**src/rtl/seg7_pkg.sv**
```systemverilog
// Shared constants for the seven-segment date capture block.
//   - SEG_0..SEG_9 : legal segment patterns {a,b,c,d,e,f,g}, a = bit 6
//   - SEL_*        : digit-select positions of each BCD nibble in the frame
//   - DP_EXPECTED  : the only decimal-point mask a legal frame may carry
//   - state_e      : capture FSM states
package seg7_pkg;

  localparam logic [6:0] SEG_0 = 7'b1111110;
  localparam logic [6:0] SEG_1 = 7'b0110000;
  localparam logic [6:0] SEG_2 = 7'b1101101;
  localparam logic [6:0] SEG_3 = 7'b1111001;
  localparam logic [6:0] SEG_4 = 7'b0110011;
  localparam logic [6:0] SEG_5 = 7'b1011011;
  localparam logic [6:0] SEG_6 = 7'b1011111;
  localparam logic [6:0] SEG_7 = 7'b1110000;
  localparam logic [6:0] SEG_8 = 7'b1111111;
  localparam logic [6:0] SEG_9 = 7'b1111011;

  localparam logic [2:0] SEL_YEAR_T = 3'd0;
  localparam logic [2:0] SEL_YEAR_O = 3'd1;
  localparam logic [2:0] SEL_MON_T  = 3'd2;
  localparam logic [2:0] SEL_MON_O  = 3'd3;
  localparam logic [2:0] SEL_DAY_T  = 3'd4;
  localparam logic [2:0] SEL_DAY_O  = 3'd5;

  localparam logic [5:0] DP_EXPECTED = 6'b001010;

  typedef enum logic [1:0] {
    HUNT    = 2'd0,
    COLLECT = 2'd1,
    COMMIT  = 2'd2
  } state_e;

endpackage

```
**src/rtl/seg7_to_bcd.sv**
```systemverilog
// Combinational seven-segment to BCD decoder.
//   seg_i     : segment pattern {a,b,c,d,e,f,g}
//   bcd_o     : decoded digit (0 when illegal)
//   illegal_o : pattern is not one of the ten legal digit codes
module seg7_to_bcd
  import seg7_pkg::*;
(
  input  logic [6:0] seg_i,
  output logic [3:0] bcd_o,
  output logic       illegal_o
);

  // Map a segment pattern back to its digit; every other pattern, blank included, is illegal.
  always_comb begin
    bcd_o     = 4'd0;
    illegal_o = 1'b0;
    case (seg_i)
      SEG_0:   bcd_o = 4'd0;
      SEG_1:   bcd_o = 4'd1;
      SEG_2:   bcd_o = 4'd2;
      SEG_3:   bcd_o = 4'd3;
      SEG_4:   bcd_o = 4'd4;
      SEG_5:   bcd_o = 4'd5;
      SEG_6:   bcd_o = 4'd6;
      SEG_7:   bcd_o = 4'd7;
      SEG_8:   bcd_o = 4'd8;
      SEG_9:   bcd_o = 4'd9;
      default: illegal_o = 1'b1;
    endcase
  end

endmodule

```
**src/rtl/seg7_date_capture.sv**
```systemverilog
// Receiver for the multiplexed 6-digit YY.MM.DD seven-segment display bus.
// Samples the scan lines, waits for each digit to settle, reassembles a frame
// in the order sel 5..0, and publishes it with a one-cycle frame_valid strobe.
//   clk, reset           : clock, asynchronous active-high reset
//   seg7_sel/in, dpt_in  : scanned select, segment pattern, decimal point
//   frame_valid          : one-cycle pulse on each committed frame
//   year/month/day_bcd   : {tens,ones} of the last committed frame
//   dp_mask              : decimal points of the last committed frame
//   date_error           : last committed frame is not a legal date / dp mask
//   seg_error            : one-cycle pulse when a frame is aborted
module seg7_date_capture
  import seg7_pkg::*;
#(
  parameter int STABLE_CYCLES = 4
) (
  input  logic       clk,
  input  logic       reset,
  input  logic [2:0] seg7_sel,
  input  logic [6:0] seg7_in,
  input  logic       dpt_in,
  output logic       frame_valid,
  output logic [7:0] year_bcd,
  output logic [7:0] month_bcd,
  output logic [7:0] day_bcd,
  output logic [5:0] dp_mask,
  output logic       date_error,
  output logic       seg_error
);

  localparam logic [3:0] STAB_TGT = 4'(STABLE_CYCLES - 1);

  logic [2:0]       r_sel_q;
  logic [6:0]       r_seg_q;
  logic             r_dp_q;
  logic [3:0]       stab_cnt_q, stab_cnt_d;
  logic             accept_s;
  logic [3:0]       dec_bcd_s;
  logic             dec_illegal_s;
  state_e           state_q, state_d;
  logic [2:0]       exp_q, exp_d;
  logic             store_s, abort_s, commit_s;
  logic [5:0][3:0]  dig_q;
  logic [5:0]       dp_sh_q;
  logic             frame_valid_q, seg_error_q, date_error_q;
  logic [7:0]       year_q, month_q, day_q;
  logic [5:0]       dp_mask_q;
  logic [3:0]       yr_t_s, yr_o_s, mo_t_s, mo_o_s, dy_t_s, dy_o_s;
  logic [6:0]       day_bin_s;
  logic [3:0]       month_bin_s;
  logic [4:0]       month_len_s;
  logic             month_ok_s, leap_s, date_bad_s;

  // The counter compares the triple being registered with the one already held,
  // so a digit stable from edge E0 reaches the threshold at edge E0+STABLE_CYCLES-1.
  assign stab_cnt_d = ({seg7_sel, seg7_in, dpt_in} != {r_sel_q, r_seg_q, r_dp_q}) ? 4'd0 :
                      (stab_cnt_q == 4'd15) ? 4'd15 : stab_cnt_q + 4'd1;
  // Saturation keeps this a single-cycle event per dwell.
  assign accept_s = (stab_cnt_d == STAB_TGT);

  seg7_to_bcd u_dec (
    .seg_i     (r_seg_q),
    .bcd_o     (dec_bcd_s),
    .illegal_o (dec_illegal_s)
  );

  // Input sampling and stability counter.
  always_ff @(posedge clk or posedge reset) begin
    if (reset) begin
      r_sel_q    <= 3'd0;
      r_seg_q    <= 7'd0;
      r_dp_q     <= 1'b0;
      stab_cnt_q <= 4'd0;
    end else begin
      r_sel_q    <= seg7_sel;
      r_seg_q    <= seg7_in;
      r_dp_q     <= dpt_in;
      stab_cnt_q <= stab_cnt_d;
    end
  end

  // Frame assembly FSM: next state and per-accept actions.
  always_comb begin
    state_d  = state_q;
    exp_d    = exp_q;
    store_s  = 1'b0;
    abort_s  = 1'b0;
    commit_s = 1'b0;
    case (state_q)
      HUNT: begin
        if (accept_s && (r_sel_q == SEL_DAY_O) && !dec_illegal_s) begin
          store_s = 1'b1;
          exp_d   = SEL_DAY_T;
          state_d = COLLECT;
        end else begin
          state_d = HUNT;
        end
      end
      COLLECT: begin
        if (!accept_s) begin
          state_d = COLLECT;
        end else if ((r_sel_q == exp_q) && !dec_illegal_s) begin
          store_s = 1'b1;
          if (r_sel_q == SEL_YEAR_T) begin
            state_d = COMMIT;
          end else begin
            exp_d = exp_q - 3'd1;
          end
        end else if ((r_sel_q == SEL_DAY_O) && !dec_illegal_s) begin
          // A fresh sel 5 simply restarts the frame.
          store_s = 1'b1;
          exp_d   = SEL_DAY_T;
        end else begin
          abort_s = 1'b1;
          state_d = HUNT;
        end
      end
      COMMIT: begin
        // Any sel 5 accepted here is deliberately dropped.
        commit_s = 1'b1;
        state_d  = HUNT;
      end
      default: state_d = HUNT;
    endcase
  end

  // FSM state, expected select and shadow digit storage.
  always_ff @(posedge clk or posedge reset) begin
    if (reset) begin
      state_q <= HUNT;
      exp_q   <= SEL_DAY_O;
      dig_q   <= '0;
      dp_sh_q <= 6'd0;
    end else begin
      state_q <= state_d;
      exp_q   <= exp_d;
      if (store_s) begin
        dig_q[r_sel_q]   <= dec_bcd_s;
        dp_sh_q[r_sel_q] <= r_dp_q;
      end
    end
  end

  assign yr_t_s    = dig_q[SEL_YEAR_T];
  assign yr_o_s    = dig_q[SEL_YEAR_O];
  assign mo_t_s    = dig_q[SEL_MON_T];
  assign mo_o_s    = dig_q[SEL_MON_O];
  assign dy_t_s    = dig_q[SEL_DAY_T];
  assign dy_o_s    = dig_q[SEL_DAY_O];
  assign day_bin_s = ({3'b000, dy_t_s} * 7'd10) + {3'b000, dy_o_s};

  // Calendar legality of the shadow frame; the leap rule works directly on BCD digits.
  always_comb begin
    leap_s      = 1'b0;
    month_ok_s  = 1'b0;
    month_bin_s = 4'd0;
    month_len_s = 5'd0;
    if (yr_t_s[0] == 1'b0) begin
      leap_s = (yr_o_s == 4'd0) || (yr_o_s == 4'd4) || (yr_o_s == 4'd8);
    end else begin
      leap_s = (yr_o_s == 4'd2) || (yr_o_s == 4'd6);
    end
    if ((mo_t_s == 4'd0) && (mo_o_s != 4'd0)) begin
      month_ok_s  = 1'b1;
      month_bin_s = mo_o_s;
    end else if ((mo_t_s == 4'd1) && (mo_o_s <= 4'd2)) begin
      month_ok_s  = 1'b1;
      month_bin_s = 4'd10 + mo_o_s;
    end else begin
      month_ok_s = 1'b0;
    end
    case (month_bin_s)
      4'd1, 4'd3, 4'd5, 4'd7, 4'd8, 4'd10, 4'd12: month_len_s = 5'd31;
      4'd4, 4'd6, 4'd9, 4'd11:                    month_len_s = 5'd30;
      4'd2:    month_len_s = leap_s ? 5'd29 : 5'd28;
      default: month_len_s = 5'd0;
    endcase
    date_bad_s = !month_ok_s || (day_bin_s == 7'd0) ||
                 (day_bin_s > {2'b00, month_len_s}) || (dp_sh_q != DP_EXPECTED);
  end

  // Published outputs: updated only when a frame commits; strobes last one cycle.
  always_ff @(posedge clk or posedge reset) begin
    if (reset) begin
      frame_valid_q <= 1'b0;
      seg_error_q   <= 1'b0;
      date_error_q  <= 1'b0;
      year_q        <= 8'h00;
      month_q       <= 8'h00;
      day_q         <= 8'h00;
      dp_mask_q     <= 6'd0;
    end else begin
      frame_valid_q <= commit_s;
      seg_error_q   <= abort_s;
      if (commit_s) begin
        year_q       <= {yr_t_s, yr_o_s};
        month_q      <= {mo_t_s, mo_o_s};
        day_q        <= {dy_t_s, dy_o_s};
        dp_mask_q    <= dp_sh_q;
        date_error_q <= date_bad_s;
      end
    end
  end

  assign frame_valid = frame_valid_q;
  assign seg_error   = seg_error_q;
  assign date_error  = date_error_q;
  assign year_bcd    = year_q;
  assign month_bcd   = month_q;
  assign day_bcd     = day_q;
  assign dp_mask     = dp_mask_q;

endmodule

```
**config.mk**
```make
export PLATFORM = sky130hd
export DESIGN_NAME = seg7_date_capture
export DESIGN_NICKNAME = d
export VERILOG_FILES = /design/src/rtl/seg7_pkg.sv /design/src/rtl/seg7_to_bcd.sv /design/src/rtl/seg7_date_capture.sv
export SDC_FILE = /design/constraint.sdc
export NUM_CORES = 1
export LEC_CHECK = 0
export ABC_AREA = 1
export ABC_CLOCK_PERIOD_IN_PS = 3350
export BUFFER_PORTS_ARGS = -buffer_cell sky130_fd_sc_hd__buf_2
export CORE_ASPECT_RATIO = 0.6
export CORE_MARGIN = 2
export CORE_UTILIZATION = 59
export DETAILED_ROUTE_END_ITERATION = 7
export PLACE_DENSITY_LB_ADDON = 0.1
export SLEW_MARGIN = 30
export SYNTH_ARGS = -nofsm -noshare
export SYNTH_HDL_FRONTEND = slang
export SYNTH_HIERARCHICAL = 1
export SYNTH_SLANG_ARGS = --single-unit
```
**constraint.sdc**
```tcl
create_clock -name clk -period 3.35 [get_ports clk]
set_input_delay 0.335 -clock clk [delete_from_list [all_inputs] [get_ports clk]]
set_output_delay 0.335 -clock clk [all_outputs]
set_load 0.01 [all_outputs]
```
==> parameters.txt, run 1 <==
Parameter                              Value

Yosys
  Top flip-flop cell by instance count after synthesis ... sky130_fd_sc_hd__dfrtp_1
  Post-synthesis cell count ... 516
  Largest area contributor in the synthesized netlist ... sky130_fd_sc_hd__dfrtp_1
  Synthesized cell area ... 4235 µm²
  Syn Nets ... 545
  Most frequent cells after synthesis ... sky130_fd_sc_hd__nand2_1 (179), sky130_fd_sc_hd__dfrtp_1 (81), sky130_fd_sc_hd__inv_1 (53)
  Number of warnings printed during yosys synthesis ... 6
  Number of unique standard cell types used by synthesis ... 38
  Async set or reset register ratio after synthesis ... 100.0%
  Register area share after synthesis ... 49.10%
  Number of enable flip-flop cells after synthesis ... 0
  Flip-flop and latch count after synthesis ... 83
  Most common cell in the synthesized netlist ... sky130_fd_sc_hd__nand2_1
  Leading post-synthesis cells by cell area ... sky130_fd_sc_hd__dfrtp_1 (48%), sky130_fd_sc_hd__nand2_1 (16%), sky130_fd_sc_hd__inv_1 (4.7%)
  Average size of a mapped cell ... 8.208 µm²
  Fraction of synthesized cell area taken by the top area cell type ... 47.86%

Setup path
  Critical-path maximum fanout ... 5
  Required time reported for the critical path endpoint ... 3.57 ns
  Data arrival at the endpoint of the critical path ... 3.13 ns
  Nature of the critical path endpoint ... flop
  Crit Path Category ... reg2reg
  Worst setup SP type ... flop

Timing
  Tcrit/Tclk final ... 86.86%
  Number of pins exceeding their max-slew limit in the final report ... 0
  Shortest clock period the worst path allows after layout ... 2.910 ns
  Tightest slew margin relative to the limit ... 54.54%
  Total of endpoints with negative setup slack in the final report ... 0
  Transition time at the pin with the least slew margin ... 0.6812 ns
  Total Neg Setup Slack ... 0 ns
  Worst-case setup margin in the final layout ... 0.4402 ns
  Max Freq ... 343.7 MHz
  Final number of hold-violating endpoints ... 0
  Unrepaired setup endpoints after global routing ... false
  Clk_skew ... 0.006812 ns
  Worst hold margin ... 0.07866 ns

Global route
  Routing usage on met2 ... 35.40%
  Maximum number of pins on one net before global-route repair ... 41
  Met3 Use GR ... 7.430%
  Met1 track utilization from global routing ... 40.70%
  First-pass GRT wire length ... 16060 µm
  Initial antenna violation count ... 0
  Busiest layer in global routing ... met1
  Total routing resource utilization after global routing ... 26.24%
  Vias in the first global route ... 3229
  GRT Residual Overflow ... 0

Run
  Reported max-cap violation count ... 0

Clocking
  Number of H-tree branching levels ... 3
  Clock transition at the registers of the reported paths ... 0.06 ns
  Setup bufs post-CTS ... 0
  Clock root buffer ... sky130_fd_sc_hd__clkbuf_16
  CTS tree ... yes
  Number of instances resized during post-cts repair ... 0
  Count of hold-fix buffers inserted at cts ... 0
  Insertion delay to the later sink of the worst-skew pair ... 0.34 ns
  Max clock buf depth ... 2
  Clock sink total ... 83
  Total CTS buffers ... 9

Place
  Hpwl dp ... 7056 µm
  Placed Area ... 4544 µm²
  Placed cell count ... 642
  GPL Wtd Cong ... 0.8255
  Setup slack at placement ... 0.5866 ns
  Count of buffers from port buffering ... 45

Pwr
  Power per cell area ... 441.6 nW/µm²
  Total power consumption of the routed design ... 2.144 mW
  Leak Pwr ... 2.661 nW
  Peak VDD IR ... 0.2687 mV

Detailed routing
  Vias per std cell ... 5.411
  Detailed Routing Iterations Pass 1 ... 5
  Number of antenna-violating nets in the routed design ... 0
  Total number of vias ... 3555
  DRC viols ... 0
  Detailed-route wire length ... 9492 µm
  Wire length per cell ... 14.45 µm
  DRT iter0 DRCs ... 266

Floorplan
  Floorplan Core Area ... 6820 µm²
  Die outline area ... 7895 µm²
  Row count ... 23
  Horizontal extent of the die ... 113.4 µm
  Total I/O pin count ... 46
  Floorplan die height ... 69.63 µm
  Initial Utilization ... 62.10%

Finish
  Layout filler cell count ... 552
  Relative area change from synthesis to final layout ... 14.62%
  Net count of the finished layout ... 595
  Antenna diode instance count ... 0
  Final cell utilization of the core ... 71.18%
  Final Non-Filler Cells ... 657
  Share of layout cells above drive strength 1 ... 17.19%
  Final standard cell area without fillers ... 4855 µm²

Status
  Result of the run ... finished clean

Hold path
  Hold crit path type ... in2async
==> cell families (layout without fill, tap and decap cells) <==
family | Yosys count | after routing | synth area share [%]
compound gates | 57 | 57 | 7.681
buf+inv | 67 | 121 | 6.381
fa+ha+maj | 16 | 16 | 5.081
xor+xnor | 9 | 9 | 1.861
flops | 83 | 83 | 49.10
simple gates | 284 | 284 | 29.90
==> final cells by class <==
type                       instances  area [µm²]  share of cell area, %
sequential                        83        2079                  42.83
multi-input combinational        366        1886                  38.84
timing repair buffer              49       255.2                  5.258
clock buffer                      13       250.2                  5.155
inverter                          57       215.2                  4.433
tap                               87       108.9                  2.242
clock inverter                     2       60.06                  1.237
==> worst paths after layout <==
check | slack [ns] | endpoint | start | cells after the start
min | 0.08 | year_bcd[2] | reset | 2
max | 0.44 | date_error | mo_o_s[0] | 15
min in group clk | 0.12 | r_sel_q[2] | seg7_sel[2] | 1
max in group asynchronous | 2.47 | exp_q[0] | reset | 3
min reg2reg | 0.46 | day_bcd[3] | day_bcd[3] | 2
max reg2reg | 0.44 | date_error | mo_o_s[0] | 15
==> per-layer routing <==
layer  part of all wire, %  vias up
met3                   8.2       19
li1                      -     1757
met2                    40      142
met1                    50     1637
met5                     0        -
met4                   2.0        0
==> state kept, by name, indices dropped and copies added (netlist names), 4 cells and up <==
signal / flops
mo_o_s: 4
r_seg_q: 7
yr_t_s: 4
dy_t_s: 4
mo_t_s: 4
day_bcd: 8
dp_sh_q: 6
month_bcd: 8
dp_mask: 6
yr_o_s: 4
stab_cnt_q: 4
year_bcd: 8
dy_o_s: 4
==> critical path: stages (launching register included) <==
cell and delay [ns]:
sky130_fd_sc_hd__dfrtp_1 0.41, sky130_fd_sc_hd__inv_1 0.10, sky130_fd_sc_hd__nand3_1 0.09, sky130_fd_sc_hd__nand4_1 0.18, sky130_fd_sc_hd__o21ai_0 0.43, sky130_fd_sc_hd__nand2_1 0.14, sky130_fd_sc_hd__nand3_1 0.14, sky130_fd_sc_hd__nand2_1 0.06
sky130_fd_sc_hd__nor2_1 0.20, sky130_fd_sc_hd__ha_1 0.30, sky130_fd_sc_hd__a21oi_1 0.14, sky130_fd_sc_hd__o21a_1 0.12, sky130_fd_sc_hd__o21ai_0 0.06, sky130_fd_sc_hd__o21ai_0 0.08, sky130_fd_sc_hd__nand4_1 0.11, sky130_fd_sc_hd__o22a_1 0.23
==> power by group <==
part / leakage, nW / switching, mW / internal, mW / total, mW
Sequential: 1.13 / 0.0126 / 1.01 / 1.02
Combinational: 1.38 / 0.0549 / 0.0226 / 0.0775
Clock: 0.150 / 0.374 / 0.670 / 1.04
==> layout by cell type (no fill, tap or decap), drive strengths merged <==
cell type  synthesis  final
o21a               1      1
nand3             20     20
o22ai              1      1
ha                14     14
o211ai             2      2
dfrtp             81     81
nand3b             1      1
clkinv             0      1
nor4               2      2
a21oi              6      6
or2                3      3
inv               57     56
nor2              42     42
nor3               7      7
nand2            189    189
bufinv             0      2
dfstp              2      2
clkbuf             7     13
o22a               1      1
fa                 2      2
xnor2              6      6
o21ai             42     42
a31oi              1      1
nor3b              1      1
o31ai              2      2
buf                3     49
nand4             19     19
xor2               3      3
o21bai             1      1
Power figures use the tool's default switching activity.
==> inputs of run 2 (changes only) <==
--- a/config.mk
+++ b/config.mk
@@ -16,5 +16,4 @@
 export SLEW_MARGIN = 30
 export SYNTH_ARGS = -nofsm -noshare
 export SYNTH_HDL_FRONTEND = slang
-export SYNTH_HIERARCHICAL = 1
 export SYNTH_SLANG_ARGS = --single-unit
==> run 2 against run 1 <==
  * The flow now finishes with violations (DRC)
  * Core utilization shrank 0.18 points
  * Count of clock-buffer cells in the layout shrank 3
  * Critical path depth grew 2
  * Global-route usage shrank 0.23 points
  * Clock skew is essentially flat
  * Wire length grew 0.45%
  * Sequential power is essentially flat
  * First-iteration DRC count grew 2.6%
  * Setup slack gained 0.031 ns
==> parameters.txt, run 2 <==
Parameter                              Value

Status
  Result of the run ... complete, but fails checks (was finished clean)
  Failing checks ... DRC

Yosys
  Flip-flop and latch count after synthesis ... 83 (unchanged)
  Mux share of post-synthesis cell area ... 0% (unchanged)
  Number of unique standard cell types used by synthesis ... 39 (was 38)
  Most frequent cells after synthesis ... sky130_fd_sc_hd__nand2_1 (164), sky130_fd_sc_hd__dfrtp_1 (81), sky130_fd_sc_hd__inv_1 (48) (was sky130_fd_sc_hd__nand2_1 (179), sky130_fd_sc_hd__dfrtp_1 (81), sky130_fd_sc_hd__inv_1 (53))
  Most common cell in the synthesized netlist ... sky130_fd_sc_hd__nand2_1 (unchanged)
  Post-Synth Simple-Gate Area ... 28.38% (was 29.90%)
  Synthesized cell area ... 4224 µm² (was 4235 µm²)
  Post-synthesis xor/xnor area fraction ... 2.903% (was 1.861%)
  Adder-cell share of the synthesized area ... 5.095% (was 5.081%)
  Dominant combinational cell family by area after synthesis ... simple AND/OR/NAND/NOR gates (unchanged)
  Top flip-flop cell by instance count after synthesis ... sky130_fd_sc_hd__dfrtp_1 (unchanged)
  Async set or reset register ratio after synthesis ... 100.0% (unchanged)
  Largest area contributor in the synthesized netlist ... sky130_fd_sc_hd__dfrtp_1 (unchanged)
  Number of warnings printed during yosys synthesis ... 0 (was 6)
  Syn Nets ... 540 (was 545)
  Number of enable flip-flop cells after synthesis ... 0 (unchanged)
  Fraction of synthesized cell area taken by the top area cell type ... 47.99% (was 47.86%)
  Average size of a mapped cell ... 8.266 µm² (was 8.208 µm²)
  Post-synthesis cell count ... 511 (was 516)
  Share of the synthesized area in compound gates (AO/OA/AOI/OAI) ... 8.205% (was 7.681%)
  Leading post-synthesis cells by cell area ... sky130_fd_sc_hd__dfrtp_1 (48%), sky130_fd_sc_hd__nand2_1 (15%), sky130_fd_sc_hd__inv_1 (4.3%) (was sky130_fd_sc_hd__dfrtp_1 (48%), sky130_fd_sc_hd__nand2_1 (16%), sky130_fd_sc_hd__inv_1 (4.7%))
  Register area share after synthesis ... 49.23% (was 49.10%)

Global route
  Initial antenna violation count ... 0 (unchanged)
  Met1 track utilization from global routing ... 38.03% (was 40.70%)
  Total routing resource utilization after global routing ... 26.01% (was 26.24%)
  GRT Residual Overflow ... 0 (unchanged)
  Routing usage on met2 ... 38.92% (was 35.40%)
  Busiest layer in global routing ... met2 (was met1)
  Met3 Use GR ... 6.731% (was 7.430%)
  First-pass GRT wire length ... 16010 µm (was 16060 µm)
  Maximum number of pins on one net before global-route repair ... 42 (was 41)
  Vias in the first global route ... 3352 (was 3229)

Run
  Reported max-cap violation count ... 0 (unchanged)

Floorplan
  Total I/O pin count ... 46 (unchanged)
  Horizontal extent of the die ... 113.2 µm (was 113.4 µm)
  Floorplan Core Area ... 6792 µm² (was 6820 µm²)
  Initial Utilization ... 62.20% (was 62.10%)
  Row count ... 23 (unchanged)
  Floorplan die height ... 69.54 µm (was 69.63 µm)
  Die outline area ... 7874 µm² (was 7895 µm²)

Clocking
  Total CTS buffers ... 9 (unchanged)
  Count of hold-fix buffers inserted at cts ... 0 (unchanged)
  Setup bufs post-CTS ... 0 (unchanged)
  Number of instances resized during post-cts repair ... 0 (unchanged)
  Insertion delay to the later sink of the worst-skew pair ... 0.34 ns (about the same)
  Clock root buffer ... sky130_fd_sc_hd__clkbuf_16 (unchanged)
  CTS tree ... yes (unchanged)
  Clock sink total ... 83 (unchanged)
  Clock transition at the registers of the reported paths ... 0.06 ns (about the same)
  Max clock buf depth ... 2 (unchanged)
  Number of H-tree branching levels ... 3 (unchanged)

Pwr
  Power per cell area ... 430.0 nW/µm² (was 441.6 nW/µm²)
  P_int ... 1.609 mW (was 1.702 mW)
  Total power consumption of the routed design ... 2.073 mW (was 2.144 mW)
  Peak VDD IR ... 0.3619 mV (was 0.2687 mV)
  Part of the power in the clock network ... 47.0% (was 48.7%)
  Leak Pwr ... 2.563 nW (was 2.661 nW)
  Switching power ... 0.4641 mW (was 0.4416 mW)
  Combinational share of power ... 3.7% (was 3.6%)
  Sequential power share ... 49.3% (was 47.7%)
  Net switching fraction of the power ... 22.39% (was 20.60%)

Setup path
  Worst R2R Start ... mo_o_s[0] (unchanged)
  Required time reported for the critical path endpoint ... 3.58 ns (was 3.57 ns)
  Crit Path Category ... reg2reg (unchanged)
  Cell depth of the worst flop-to-flop path ... 17 (was 15)
  Data arrival at the endpoint of the critical path ... 3.11 ns (was 3.13 ns)
  Critical-path maximum fanout ... 5 (unchanged)
  Terminus of the critical flop-to-flop path ... date_error (unchanged)
  Worst setup SP type ... flop (unchanged)
  Nature of the critical path endpoint ... flop (unchanged)
  Reg-to-reg setup timing slack ... 0.47 ns (was 0.44 ns)

Timing
  Number of pins exceeding their max-slew limit in the final report ... 0 (unchanged)
  Total of endpoints with negative setup slack in the final report ... 0 (unchanged)
  Clk_skew ... 0.006786 ns (was 0.006812 ns)
  Worst-case setup margin in the final layout ... 0.4711 ns (was 0.4402 ns)
  Total Neg Setup Slack ... 0 ns (unchanged)
  Final number of hold-violating endpoints ... 0 (unchanged)
  Transition time at the pin with the least slew margin ... 0.6013 ns (was 0.6812 ns)
  Tcrit/Tclk final ... 85.94% (was 86.86%)
  Max Freq ... 347.4 MHz (was 343.7 MHz)
  Shortest clock period the worst path allows after layout ... 2.879 ns (was 2.910 ns)
  Tightest slew margin relative to the limit ... 59.87% (was 54.54%)
  Unrepaired setup endpoints after global routing ... false (unchanged)

Detailed routing
  Number of antenna-violating nets in the routed design ... 0 (unchanged)
  Total number of vias ... 3551 (was 3555)
  Wire length per cell ... 14.65 µm (was 14.45 µm)
  Vias per std cell ... 5.455 (was 5.411)
  Detailed-route wire length ... 9535 µm (was 9492 µm)
  Detailed Routing Iterations Pass 1 ... 7 (was 5)
  DRT iter0 DRCs ... 273 (was 266)
  DRC viols ... 6 (was 0)

Finish
  Share of layout cells above drive strength 1 ... 16.84% (was 17.19%)
  Antenna diode instance count ... 0 (unchanged)
  Commonest non-fill, non-tap cell in the layout ... sky130_fd_sc_hd__nand2_1 (unchanged)
  Layout filler cell count ... 532 (was 552)
  Final Non-Filler Cells ... 651 (was 657)
  Net count of the finished layout ... 588 (was 595)
  Commonest cells after routing, fill and taps aside ... sky130_fd_sc_hd__nand2_1 (164), sky130_fd_sc_hd__dfrtp_1 (81), sky130_fd_sc_hd__inv_1 (47) (was sky130_fd_sc_hd__nand2_1 (179), sky130_fd_sc_hd__dfrtp_1 (81), sky130_fd_sc_hd__inv_1 (52))
  Relative area change from synthesis to final layout ... 14.16% (was 14.62%)

Hold path
  Hold crit path type ... in2async (unchanged)

Place
  Count of buffers from port buffering ... 45 (unchanged)
  Setup slack at placement ... 0.4931 ns (was 0.5866 ns)
  Placed cell count ... 635 (was 642)
  Hpwl dp ... 7144 µm (was 7056 µm)
  GPL Wtd Cong ... 0.9076 (was 0.8255)
==> run 2: cell count changes in the layout (fill, tap and decap cells not counted), sizes merged, moves of 3 or more <==
| cell | before | now |
|---|---|---|
| nand2 | 189 | 172 |
| nand3 | 20 | 27 |
| clkinvlp | 0 | 3 |
| inv | 56 | 52 |
| o21ai | 42 | 47 |
| clkbuf | 13 | 10 |
| xor2 | 3 | 6 |
| nand4 | 19 | 15 |
| and3 | 0 | 3 |
==> run 2: worst max-delay path: stages (launching register included) <==
cell and delay, ns:
sky130_fd_sc_hd__dfrtp_1 0.42, sky130_fd_sc_hd__inv_1 0.11, sky130_fd_sc_hd__o21ai_0 0.24, sky130_fd_sc_hd__nor2_1 0.12, sky130_fd_sc_hd__nand2_1 0.07, sky130_fd_sc_hd__nand2_1 0.04
sky130_fd_sc_hd__o21ai_0 0.12, sky130_fd_sc_hd__inv_1 0.12, sky130_fd_sc_hd__o211ai_1 0.24, sky130_fd_sc_hd__nand2_1 0.08, sky130_fd_sc_hd__nor2_1 0.22, sky130_fd_sc_hd__ha_1 0.32
sky130_fd_sc_hd__a21oi_1 0.14, sky130_fd_sc_hd__o21a_1 0.13, sky130_fd_sc_hd__o21ai_0 0.07, sky130_fd_sc_hd__o21ai_0 0.07, sky130_fd_sc_hd__nand3_1 0.08, sky130_fd_sc_hd__o22a_1 0.17
==> run 2: metrics by stage <==
stage | util (%) | hold WS (ns) | cell area [µm²]
2_1_floorplan | - | 0.3664 | 4224
3_3_place_gp | 66.65 | 0.4107 | 4527
3_5_place_dp | 66.65 | 0.4208 | 4527
4_1_cts | 71.00 | 0.05123 | 4822
5_1_grt | 71.00 | 0.09600 | 4822
6_report | 71.00 | 0.03244 | 4822
==> run 2: routing by layer <==
layer | share of wire [%] | wire [µm]
met1 | 49 | 4626
met2 | 44 | 4171
met3 | 6.6 | 629
met4 | 1.1 | 107
met5 | 0 | 0
==> run 2: power groups by stage <==
| stage | combinational [mW] | sequential (mW) | clock [mW] |
|---|---|---|---|
| finish | 0.0766 | 1.02 | 0.974 |
| global route | 0.0876 | 1.02 | 1.03 |
| CTS | 0.0779 | 1.02 | 0.989 |
| detailed placement | 0.0773 | 1.04 | 0 |
| global placement | 0.0739 | 1.04 | 0 |
| floorplan | 0.0549 | 1.04 | 0 |
==> run 2: kinds of logic after synthesis <==
group                      count (synthesis)
adders and majority gates                 16
AOI/OAI and AO/OA                         61
xor gates and xnor gates                  14
DFF                                       83
buffers and inverters                     65
and+or+nand+nor                          272
==> run 2: final cells by class <==
type | count | area [µm²] | share of cell area, %
well taps | 87 | 108.9 | 2.257
clock inverters | 6 | 66.31 | 1.375
repair buffers | 49 | 255.2 | 5.293
inverters | 53 | 200.2 | 4.152
multi-input cells | 363 | 1883 | 39.05
flip-flops and latches | 83 | 2079 | 43.12
clock buffers | 10 | 229.0 | 4.748
==> run 2: how the worst max path moves through the flow <==
| stage | cells past startpoint | slack [ns] | startpoint | endpoint |
|---|---|---|---|---|
| global placement | 15 | 0.71 | mo_o_s[2] | date_error |
| CTS | 15 | 0.49 | mo_o_s[2] | date_error |
| finish | 17 | 0.47 | mo_o_s[0] | date_error |
| global route | 15 | 0.16 | mo_o_s[0] | date_error |
| floorplan | 15 | 0.84 | mo_o_s[2] | date_error |
| detailed placement | 15 | 0.49 | mo_o_s[2] | date_error |
